File: src/rtl/strassen_tile_mac_if.sv
// ----------------------------------------------------------------------------
// strassen_tile_mac_if
// Bus bundle between the Strassen tile MAC, the matrix fetch logic and the
// result writer.
//   req_*  : fetch request (valid/ready), tile row/col and inner index k
//   rsp_*  : fetch response, four A and four B elements, index 0 first
//   out_*  : result stream (valid/ready), element row/col and signed data
// Modports: master = MAC side, slave = memory/sink side.
// ----------------------------------------------------------------------------
interface strassen_tile_mac_if #(
    parameter int MAX_N = 32,
    parameter int DW    = 8,
    parameter int ACC_W = 24,
    parameter int IW    = $clog2(MAX_N)
);
    logic                    req_valid;
    logic                    req_ready;
    logic [IW-1:0]           req_row;
    logic [IW-1:0]           req_col;
    logic [IW-1:0]           req_k;
    logic                    rsp_valid;
    logic [3:0][DW-1:0]      rsp_a;
    logic [3:0][DW-1:0]      rsp_b;
    logic                    out_valid;
    logic                    out_ready;
    logic [IW-1:0]           out_row;
    logic [IW-1:0]           out_col;
    logic signed [ACC_W-1:0] out_data;

    modport master (
        output req_valid, req_row, req_col, req_k,
        input  req_ready,
        input  rsp_valid, rsp_a, rsp_b,
        output out_valid, out_row, out_col, out_data,
        input  out_ready
    );

    modport slave (
        input  req_valid, req_row, req_col, req_k,
        output req_ready,
        output rsp_valid, rsp_a, rsp_b,
        input  out_valid, out_row, out_col, out_data,
        output out_ready
    );
endinterface

File: src/rtl/strassen_tile_mac.sv
// ----------------------------------------------------------------------------
// strassen_tile_mac
// Computes C = A x B for a run-time square size dim (even, 2..MAX_N), one 2x2
// output tile at a time, stepping the inner dimension by 2 and applying the
// 7-multiply Strassen kernel per step.
// Ports:
//   clk_in, rst_in     : clock, asynchronous active-high reset
//   start_in, dim_in   : start pulse and matrix dimension (sampled on start)
//   busy, done, err    : run status; err pulses with done on a rejected dim
//   bus (master)       : fetch request/response and result stream
// ----------------------------------------------------------------------------
module strassen_tile_mac #(
    parameter int MAX_N = 32,
    parameter int DW    = 8,
    parameter int ACC_W = 24,
    parameter int IW    = $clog2(MAX_N)
) (
    input  logic                clk_in,
    input  logic                rst_in,
    input  logic                start_in,
    input  logic [IW:0]         dim_in,
    output logic                busy,
    output logic                done,
    output logic                err,
    strassen_tile_mac_if.master bus
);
    localparam int SW = DW + 1;      // sum/difference width
    localparam int PW = 2 * DW + 2;  // product width

    typedef enum logic [2:0] {S_IDLE, S_REQ, S_WAIT, S_MAC, S_EMIT} state_e;

    state_e                  state_q, state_d;
    logic [IW:0]             dim_q, dim_d;
    logic [IW-1:0]           i_q, i_d, j_q, j_d, k_q, k_d;
    logic [1:0]              beat_q, beat_d;
    logic [3:0][DW-1:0]      a_q, a_d, b_q, b_d;
    logic signed [ACC_W-1:0] acc_q [4];
    logic signed [ACC_W-1:0] acc_d [4];
    logic                    done_q, done_d, err_q, err_d;

    function automatic logic signed [SW-1:0] sx(input logic [DW-1:0] v);
        return SW'($signed(v));
    endfunction

    function automatic logic signed [PW-1:0] mul(input logic signed [SW-1:0] x,
                                                 input logic signed [SW-1:0] y);
        return PW'(x) * PW'(y);
    endfunction

    // Strassen kernel on the registered operand tile
    logic signed [SW-1:0]    a11, a12, a21, a22, b11, b12, b21, b22;
    logic signed [PW-1:0]    m1, m2, m3, m4, m5, m6, m7;
    logic signed [ACC_W-1:0] e1, e2, e3, e4, e5, e6, e7;

    assign a11 = sx(a_q[0]);
    assign a12 = sx(a_q[1]);
    assign a21 = sx(a_q[2]);
    assign a22 = sx(a_q[3]);
    assign b11 = sx(b_q[0]);
    assign b12 = sx(b_q[1]);
    assign b21 = sx(b_q[2]);
    assign b22 = sx(b_q[3]);

    assign m1 = mul(a11 + a22, b11 + b22);
    assign m2 = mul(a21 + a22, b11);
    assign m3 = mul(a11, b12 - b22);
    assign m4 = mul(a22, b21 - b11);
    assign m5 = mul(a11 + a12, b22);
    assign m6 = mul(a21 - a11, b11 + b12);
    assign m7 = mul(a12 - a22, b21 + b22);

    assign e1 = ACC_W'(m1);
    assign e2 = ACC_W'(m2);
    assign e3 = ACC_W'(m3);
    assign e4 = ACC_W'(m4);
    assign e5 = ACC_W'(m5);
    assign e6 = ACC_W'(m6);
    assign e7 = ACC_W'(m7);

    // One bit of headroom so index+2 never wraps before the compare
    logic dim_ok, k_more, j_more, i_more;
    assign dim_ok = !dim_in[0] && (dim_in >= (IW+1)'(2)) && (dim_in <= (IW+1)'(MAX_N));
    assign k_more = ({1'b0, k_q} + (IW+1)'(2)) < dim_q;
    assign j_more = ({1'b0, j_q} + (IW+1)'(2)) < dim_q;
    assign i_more = ({1'b0, i_q} + (IW+1)'(2)) < dim_q;

    // State register
    // NOTE: sequential state uses non-blocking assignments so every flop samples
    // pre-edge values regardless of statement order.
    always_ff @(posedge clk_in or posedge rst_in) begin
        if (rst_in) begin
            state_q <= S_IDLE;
            dim_q   <= '0;
            i_q     <= '0;
            j_q     <= '0;
            k_q     <= '0;
            beat_q  <= '0;
            a_q     <= '0;
            b_q     <= '0;
            done_q  <= 1'b0;
            err_q   <= 1'b0;
            // NOTE: the accumulators are four plain flops, not a RAM, so they
            // take the async reset like any other state.
            for (int n = 0; n < 4; n++) acc_q[n] <= '0;
        end else begin
            state_q <= state_d;
            dim_q   <= dim_d;
            i_q     <= i_d;
            j_q     <= j_d;
            k_q     <= k_d;
            beat_q  <= beat_d;
            a_q     <= a_d;
            b_q     <= b_d;
            done_q  <= done_d;
            err_q   <= err_d;
            for (int n = 0; n < 4; n++) acc_q[n] <= acc_d[n];
        end
    end

    // Next-state and datapath
    always_comb begin
        // NOTE: every target gets a default first so no path infers a latch.
        state_d = state_q;
        dim_d   = dim_q;
        i_d     = i_q;
        j_d     = j_q;
        k_d     = k_q;
        beat_d  = beat_q;
        a_d     = a_q;
        b_d     = b_q;
        done_d  = 1'b0;
        err_d   = 1'b0;
        for (int n = 0; n < 4; n++) acc_d[n] = acc_q[n];

        unique case (state_q)
            S_IDLE: begin
                if (start_in) begin
                    if (dim_ok) begin
                        dim_d   = dim_in;
                        i_d     = '0;
                        j_d     = '0;
                        k_d     = '0;
                        beat_d  = '0;
                        for (int n = 0; n < 4; n++) acc_d[n] = '0;
                        state_d = S_REQ;
                    end else begin
                        done_d = 1'b1;
                        err_d  = 1'b1;
                    end
                end
            end
            S_REQ: begin
                if (bus.req_ready) state_d = S_WAIT;
            end
            S_WAIT: begin
                if (bus.rsp_valid) begin
                    a_d     = bus.rsp_a;
                    b_d     = bus.rsp_b;
                    state_d = S_MAC;
                end
            end
            S_MAC: begin
                acc_d[0] = acc_q[0] + e1 + e4 - e5 + e7;
                acc_d[1] = acc_q[1] + e3 + e5;
                acc_d[2] = acc_q[2] + e2 + e4;
                acc_d[3] = acc_q[3] + e1 - e2 + e3 + e6;
                if (k_more) begin
                    k_d     = k_q + IW'(2);
                    state_d = S_REQ;
                end else begin
                    state_d = S_EMIT;
                end
            end
            S_EMIT: begin
                if (bus.out_ready) begin
                    beat_d = beat_q + 2'd1;
                    if (beat_q == 2'd3) begin
                        for (int n = 0; n < 4; n++) acc_d[n] = '0;
                        k_d = '0;
                        if (j_more) begin
                            j_d = j_q + IW'(2);
                        end else begin
                            j_d = '0;
                            if (i_more) i_d = i_q + IW'(2);
                        end
                        if (!j_more && !i_more) begin
                            done_d  = 1'b1;
                            state_d = S_IDLE;
                        end else begin
                            state_d = S_REQ;
                        end
                    end
                end
            end
            default: state_d = S_IDLE;
        endcase
    end

    // Outputs
    always_comb begin
        busy          = (state_q != S_IDLE);
        done          = done_q;
        err           = err_q;
        bus.req_valid = 1'b0;
        bus.req_row   = '0;
        bus.req_col   = '0;
        bus.req_k     = '0;
        bus.out_valid = 1'b0;
        bus.out_row   = '0;
        bus.out_col   = '0;
        bus.out_data  = '0;
        if (state_q == S_REQ) begin
            bus.req_valid = 1'b1;
            bus.req_row   = i_q;
            bus.req_col   = j_q;
            bus.req_k     = k_q;
        end
        if (state_q == S_EMIT) begin
            // Beat order C11, C12, C21, C22: beat[1] selects row, beat[0] column
            bus.out_valid = 1'b1;
            bus.out_row   = i_q + IW'(beat_q[1]);
            bus.out_col   = j_q + IW'(beat_q[0]);
            bus.out_data  = acc_q[beat_q];
        end
    end
endmodule

File: src/flat_wrapper.sv
// flat-port wrapper written by rule: the top's interface ports become plain ports
module strassen_tile_mac_flat 
#(
    parameter int MAX_N = 32,
    parameter int DW    = 8,
    parameter int ACC_W = 24,
    parameter int IW    = $clog2(MAX_N)
)
  (clk_in, rst_in, start_in, dim_in, busy, done, err, bus_req_valid, bus_req_row, bus_req_col, bus_req_k, bus_req_ready, bus_rsp_valid, bus_rsp_a, bus_rsp_b, bus_out_valid, bus_out_row, bus_out_col, bus_out_data, bus_out_ready);
  strassen_tile_mac_if #(.MAX_N(MAX_N), .DW(DW), .ACC_W(ACC_W), .IW(IW)) bus_i ();
  input  logic clk_in;
  input  logic rst_in;
  input  logic start_in;
  input  logic [IW:0] dim_in;
  output logic busy;
  output logic done;
  output logic err;
  output wire logic [$bits(bus_i.req_valid)-1:0] bus_req_valid;
  output wire logic [$bits(bus_i.req_row)-1:0] bus_req_row;
  output wire logic [$bits(bus_i.req_col)-1:0] bus_req_col;
  output wire logic [$bits(bus_i.req_k)-1:0] bus_req_k;
  input wire logic [$bits(bus_i.req_ready)-1:0] bus_req_ready;
  input wire logic [$bits(bus_i.rsp_valid)-1:0] bus_rsp_valid;
  input wire logic [$bits(bus_i.rsp_a)-1:0] bus_rsp_a;
  input wire logic [$bits(bus_i.rsp_b)-1:0] bus_rsp_b;
  output wire logic [$bits(bus_i.out_valid)-1:0] bus_out_valid;
  output wire logic [$bits(bus_i.out_row)-1:0] bus_out_row;
  output wire logic [$bits(bus_i.out_col)-1:0] bus_out_col;
  output wire logic [$bits(bus_i.out_data)-1:0] bus_out_data;
  input wire logic [$bits(bus_i.out_ready)-1:0] bus_out_ready;
  assign bus_req_valid = bus_i.req_valid;
  assign bus_req_row = bus_i.req_row;
  assign bus_req_col = bus_i.req_col;
  assign bus_req_k = bus_i.req_k;
  assign bus_i.req_ready = bus_req_ready;
  assign bus_i.rsp_valid = bus_rsp_valid;
  assign bus_i.rsp_a = bus_rsp_a;
  assign bus_i.rsp_b = bus_rsp_b;
  assign bus_out_valid = bus_i.out_valid;
  assign bus_out_row = bus_i.out_row;
  assign bus_out_col = bus_i.out_col;
  assign bus_out_data = bus_i.out_data;
  assign bus_i.out_ready = bus_out_ready;
  strassen_tile_mac #(.MAX_N(MAX_N), .DW(DW), .ACC_W(ACC_W), .IW(IW)) u_core (.clk_in(clk_in), .rst_in(rst_in), .start_in(start_in), .dim_in(dim_in), .busy(busy), .done(done), .err(err), .bus(bus_i));
endmodule
File: config.mk
export PLATFORM = sky130hd
export DESIGN_NAME = strassen_tile_mac_flat
export DESIGN_NICKNAME = d
export VERILOG_FILES = /design/src/rtl/strassen_tile_mac_if.sv /design/src/rtl/strassen_tile_mac.sv /design/src/flat_wrapper.sv
export SDC_FILE = /design/constraint.sdc
export NUM_CORES = 2
export LEC_CHECK = 0
export BUFFER_PORTS_ARGS = -buffer_cell sky130_fd_sc_hd__buf_2
export CORE_ASPECT_RATIO = 1.25
export CORE_MARGIN = 5
export CORE_UTILIZATION = 65
export CTS_CLUSTER_DIAMETER = 150
export DETAILED_ROUTE_END_ITERATION = 7
export PLACE_DENSITY_LB_ADDON = 0.1
export SLEW_MARGIN = 20
export SYNTH_ARGS = -nofsm -noshare
export SYNTH_HDL_FRONTEND = slang
export SYNTH_SLANG_ARGS = --single-unit
File: constraint.sdc
create_clock -name clk_in -period 12.37 [get_ports clk_in]
set_input_delay 0.6185 -clock clk_in [delete_from_list [all_inputs] [get_ports clk_in]]
set_output_delay 0.6185 -clock clk_in [all_outputs]
set_load 0.1 [all_outputs]
# After elaboration in Yosys (flattened, before gate mapping)
# Cells that the tools add are included.
# word_totals
reg_bits	188
out_inout_bits	54
elab_cells	148
inputBits	76
# classes
mul	7
eq_ne	14
bitwise	1
mux	51
add_sub_neg	31
order_cmp	6
n_reduce_logical	18
# op_table
operator	n
2-to-1 mux 96 bit	4
one-hot mux 96 bit (3 select lines)	1
adder 24 x 17 -> 24 bit	6
adder 24 x 18 -> 24 bit	4
2-to-1 mux 5 bit	17
2-to-1 mux 24 bit	3
adder 8 x 8 -> 9 bit	6
multiplier 9 x 9 -> 18 bit	3
binary-select mux 24 bit (select 2 bit)	1
subtractor 24 x 17 -> 24 bit	2
subtractor 8 x 8 -> 9 bit	4
multiplier 8 x 9 -> 17 bit	2
multiplier 9 x 8 -> 17 bit	2
2-to-1 mux 3 bit	7
one-hot mux 5 bit (2 select lines)	2
adder 5 x 2 -> 6 bit (second input constant)	3
< comparator 6 bit	3
adder 5 x 2 -> 5 bit (second input constant)	3
one-hot mux 3 bit (5 select lines)	1
one-hot mux 5 bit (3 select lines)	1
AND reduction 6 bit	2
adder 5 x 1 -> 5 bit	2
!= test 2 bit (second input constant)	5
AND reduction 5 bit	2
23 further kinds	42

# Logic depth before layout (Yosys ltp)
# logic_depth
depth_word	8
ltp_mapped	45
ltp_nobuf	45

# Least setup slack after synthesis
# No wires, ideal clock.
# synth_timing
path_kind	flip-flop to flip-flop
start	reg u_core.b_q (netlist bit u_core.b22[1])
end	reg u_core.acc_q[21] (netlist name)
synth_period_minus_slack_ns	11.336
setup_ns	0.129
arrival_time_ns	11.207
setup_slack_ns	1.034
required_time_ns	12.241
path_stages_with_launch	44
cell_sequence	dfrtp_1 > clkbuf_1 > inv_1 > fa_1 > inv_1 > a21oi_1 > o21bai_1 > a21oi_1 > o21bai_1 > nand2_1 > a31oi_1 > or2_2 > fa_1 > fa_1 > inv_1 > fa_1 > fa_1 > inv_1 > [... 8 more ...] > a21oi_2 > o21ai_0 > xnor2_1 > fa_1 > fa_1 > fa_1 > inv_1 > fa_1 > fa_1 > ha_1 > ha_1 > nor2b_1 > o21ai_0 > nand2b_1 > a221o_1 > a21oi_1 > xnor2_1 > o21ai_1
# synth_via
elab_chain_len	7
# synth_lines
item	line_no	text
start, declared	strassen_tile_mac.sv:36	logic [3:0][DW-1:0] a_q, a_d, b_q, b_d;
start signal, assigned	strassen_tile_mac.sv:99	b_q <= '0;
start signal, assigned	strassen_tile_mac.sv:113	b_q <= b_d;
adder 8 x 8 -> 9 bit	strassen_tile_mac.sv:64	assign m1 = mul(a11 + a22, b11 + b22);
multiplier 9 x 9 -> 18 bit	strassen_tile_mac.sv:47	return PW'(x) * PW'(y);
adder 24 x 18 -> 24 bit	strassen_tile_mac.sv:166	acc_d[3] = acc_q[3] + e1 - e2 + e3 + e6;
subtractor 24 x 17 -> 24 bit	strassen_tile_mac.sv:166	
adder 24 x 17 -> 24 bit (*)	strassen_tile_mac.sv:166	
adder 24 x 18 -> 24 bit (*)	strassen_tile_mac.sv:166	
one-hot mux 96 bit (3 select lines) (*)	strassen_tile_mac.sv:135	unique case (state_q)
end, declared	strassen_tile_mac.sv:37	logic signed [ACC_W-1:0] acc_q [4];
# Every way passes the cells marked *; elsewhere a longest branch is shown, timed or not.
# A chain may end at the register's enable or synchronous reset.

# Final worst setup path
# layout_timing
start	reg u_core.a_q (netlist bit u_core.a22[1])
end	reg u_core.acc_q[22] (netlist name)
# layout_via
elab_chain_len	7
# layout_lines
item	line_no	text
start, declared	strassen_tile_mac.sv:36	
start signal, assigned	strassen_tile_mac.sv:98	a_q <= '0;
start signal, assigned	strassen_tile_mac.sv:112	a_q <= a_d;
adder 8 x 8 -> 9 bit	strassen_tile_mac.sv:64	
multiplier 9 x 9 -> 18 bit	strassen_tile_mac.sv:47	
adder 24 x 18 -> 24 bit	strassen_tile_mac.sv:166	
subtractor 24 x 17 -> 24 bit (*)	strassen_tile_mac.sv:166	
adder 24 x 17 -> 24 bit (*)	strassen_tile_mac.sv:166	
adder 24 x 18 -> 24 bit (*)	strassen_tile_mac.sv:166	
one-hot mux 96 bit (3 select lines) (*)	strassen_tile_mac.sv:135	
# Marks and branches as above.

==> metrics.cfg <==
[critical_path]
critPathLaunchType=flip-flop
cp.required_ns=12.74
cpPeakStageDelay_ns=0.55
rr_worst_depth=42
end_kind=flip-flop
crit_start=u_core.a22[1]
crit_type=flip-flop to flip-flop
rr_startpoint=u_core.a22[1]
cp_max_fo=13
arrival_ns=12.14
cp_common_cell=fa_1
r2r_setup_slack_ns=0.60
crit_slowest_cell=fa_1

[synth]
yosysWarnings=0
postSynthCellCount=4247
synth_area_mm2=0.0398
syn_area_per_cell_um2=9.38
ys_top_cells_by_count=inv_1, fa_1, ha_1
synthFlopType=dfrtp_1
yosysTopAreaCell=fa_1
synth_seq_cells=185
synth_edf_count=0
yosysSeqAreaShare_pct=11.6
synth.most_common_cell=inv_1
synthArstFlopShare_pct=100
synth.top_cells.by_area=fa_1, ha_1, dfrtp_1
synth_cell_types=80
synth.top_cell.area_share_pct=33.7

[drt]
vias_per_cell=5.72
dr.pass1.iters=7
wl_per_cell_um=21.0
antenna_left=0
vias=29873
wirelength_mm=109
drt_iter0_markers=1919
drc=0

[layout]
drive_gt1_share_pct=7.88
syn2layout_area_growth_pct=6.35
nFillCells=4869
nNetsFinal=5589

[worst_hold_path]
hold_path_class=input port to async pin

[placement]
io_buffers=126
detailedPlacementHpwl_mm=93.5
gp_congestion=0.964
post-place-ws_ns=0.464

[sta]
fin_skew_ns=0.0234
worst_pin_slew_ns=1.11
tns_ns=0
slew-limit-headroom_pct=25.9
hold_viol=0
period_minus_slack_ns=11.77
setup_slack_ns=0.600
drv_slew=0
rsz0062_at_grt=false
fmaxAchievable_mhz=85.0
setup-violations-final=0
finalCritPeriodShare_pct=95.1

[floorplan]
io_pins=130
die_h_um=287
initial_utilization_pct=65.6
rows=101
die_w_um=231
core_area_mm2=0.0608
dieArea_mm2=0.0664

[clock_network]
post_cts_buffers=0
path_clk_slew_ns=0.09
cts_max_path_buffers=2
clk_latency_ns=0.51
clock-sinks=185
cts_hold_buf=0
cts_buffers=17
htreeDepth=4
ctsRootBufferMaster=clkbuf_16
cts_tree=yes

[global_routing]
grt-ovfl-total=0
globalRouteTotalUtil_pct=34.1
grt_pass1_vias=31290
antenna_found_initial=4
grt_pass1_wl_mm=174
grt_max_degree=100

[job]
cap_violations=0

[run_status]
status=finished clean

critical path: cells and delay by family, from the launching register on:
kind	cells	cell delay (ns)
fa+ha+maj	14	6.22
simple gates	8	1.40
compound gates	13	2.77
buf+inv	5	0.28
flops	1	0.53
xor+xnor	2	0.43
worst paths after layout:
path	end
max in group asynchronous	u_core.acc_q[73]
hold reg to reg	u_core.dim_q[2]
min in group clk_in	u_core.b22[4]
hold / removal	u_core.a21[6]
setup / recovery	u_core.acc_q[22]
setup reg to reg	u_core.acc_q[22]
through the flow:
step | cells | hold slack (ns) | util [%] | area, µm²
2_1_floorplan | 4249 | 0.466 | - | 39900
3_3_place_gp | 5184 | 0.490 | 68.6 | 41700
3_5_place_dp | 5184 | 0.494 | 68.6 | 41700
4_1_cts | 5216 | 0.175 | 69.6 | 42300
5_1_grt | 5216 | 0.200 | 69.7 | 42400
6_report | 5218 | 0.181 | 69.7 | 42400
registers in the layout, summed over array words and instances, names as in the netlist:
signal and count:
u_core.j_q 4, u_core.a22 8, u_core.beat_q 2, u_core.b21 8, u_core.b11 8, u_core.state_q 3
u_core.acc_q 96, u_core.k_q 4, u_core.b12 8, u_core.b22 8, u_core.a11 8, u_core.a12 8
u_core.err 1, u_core.dim_q 6, u_core.i_q 4, u_core.done 1, u_core.a21 8
placed cells by master (no fill, tap or decap), types with 48 or more instances in the layout:
master	n
ha_1	464
and2_1	218
buf_4	67
nand3_1	61
xnor2_1	182
o21ai_0	157
nor2_1	196
nand2_1	294
a21o_1	66
inv_1	892
xor2_1	109
nand2b_1	48
dfrtp_1	182
a21oi_1	142
buf_2	126
fa_1	670
nor2b_1	53
layer usage:
layer / wire (µm) / share of wire, % / global-route usage (%)
met1: 41100 / 38 / 42.1
met2: 52900 / 48 / 56.8
met3: 8130 / 7.4 / 6.48
met4: 7400 / 6.8 / 18.8
met5: 17 / 0.016 / 0
cells by family (layout without fill, tap and decap cells):
kind of cell / Yosys count / count (layout) / synth area share (%)
adders and majority gates: 1134 / 1134 / 48.2
and+or+nand+nor: 1016 / 1016 / 12.6
buffers and inverters: 980 / 1123 / 9.28
AOI/OAI and AO/OA: 562 / 562 / 9.01
xor gates and xnor gates: 294 / 294 / 6.46
DFF: 185 / 185 / 11.6
muxes: 75 / 75 / 2.76
other: 1 / 5 / 0.00941
layout make-up:
class | instances | area (µm²) | area share [%]
Multi-Input combinational cell | 3084 | 31600 | 74.5
Sequential cell | 185 | 4630 | 10.9
Inverter | 898 | 3380 | 7.97
Timing Repair Buffer | 193 | 1130 | 2.68
Tap cell | 824 | 1030 | 2.43
Clock buffer | 18 | 429 | 1.01
Clock inverter | 14 | 184 | 0.434
Antenna cell | 2 | 5.00 | 0.0118
timing repair:
| item | in CTS | in global routing |
|---|---|---|
| setup endpoints to repair | 0 | 9 |
| gates resized for setup | 0 | 7 |
| endpoints found under the hold margin | 0 | 0 |
Power is not shown: default switching activity piles up to over one toggle a cycle in this logic, so the estimate is an artifact.
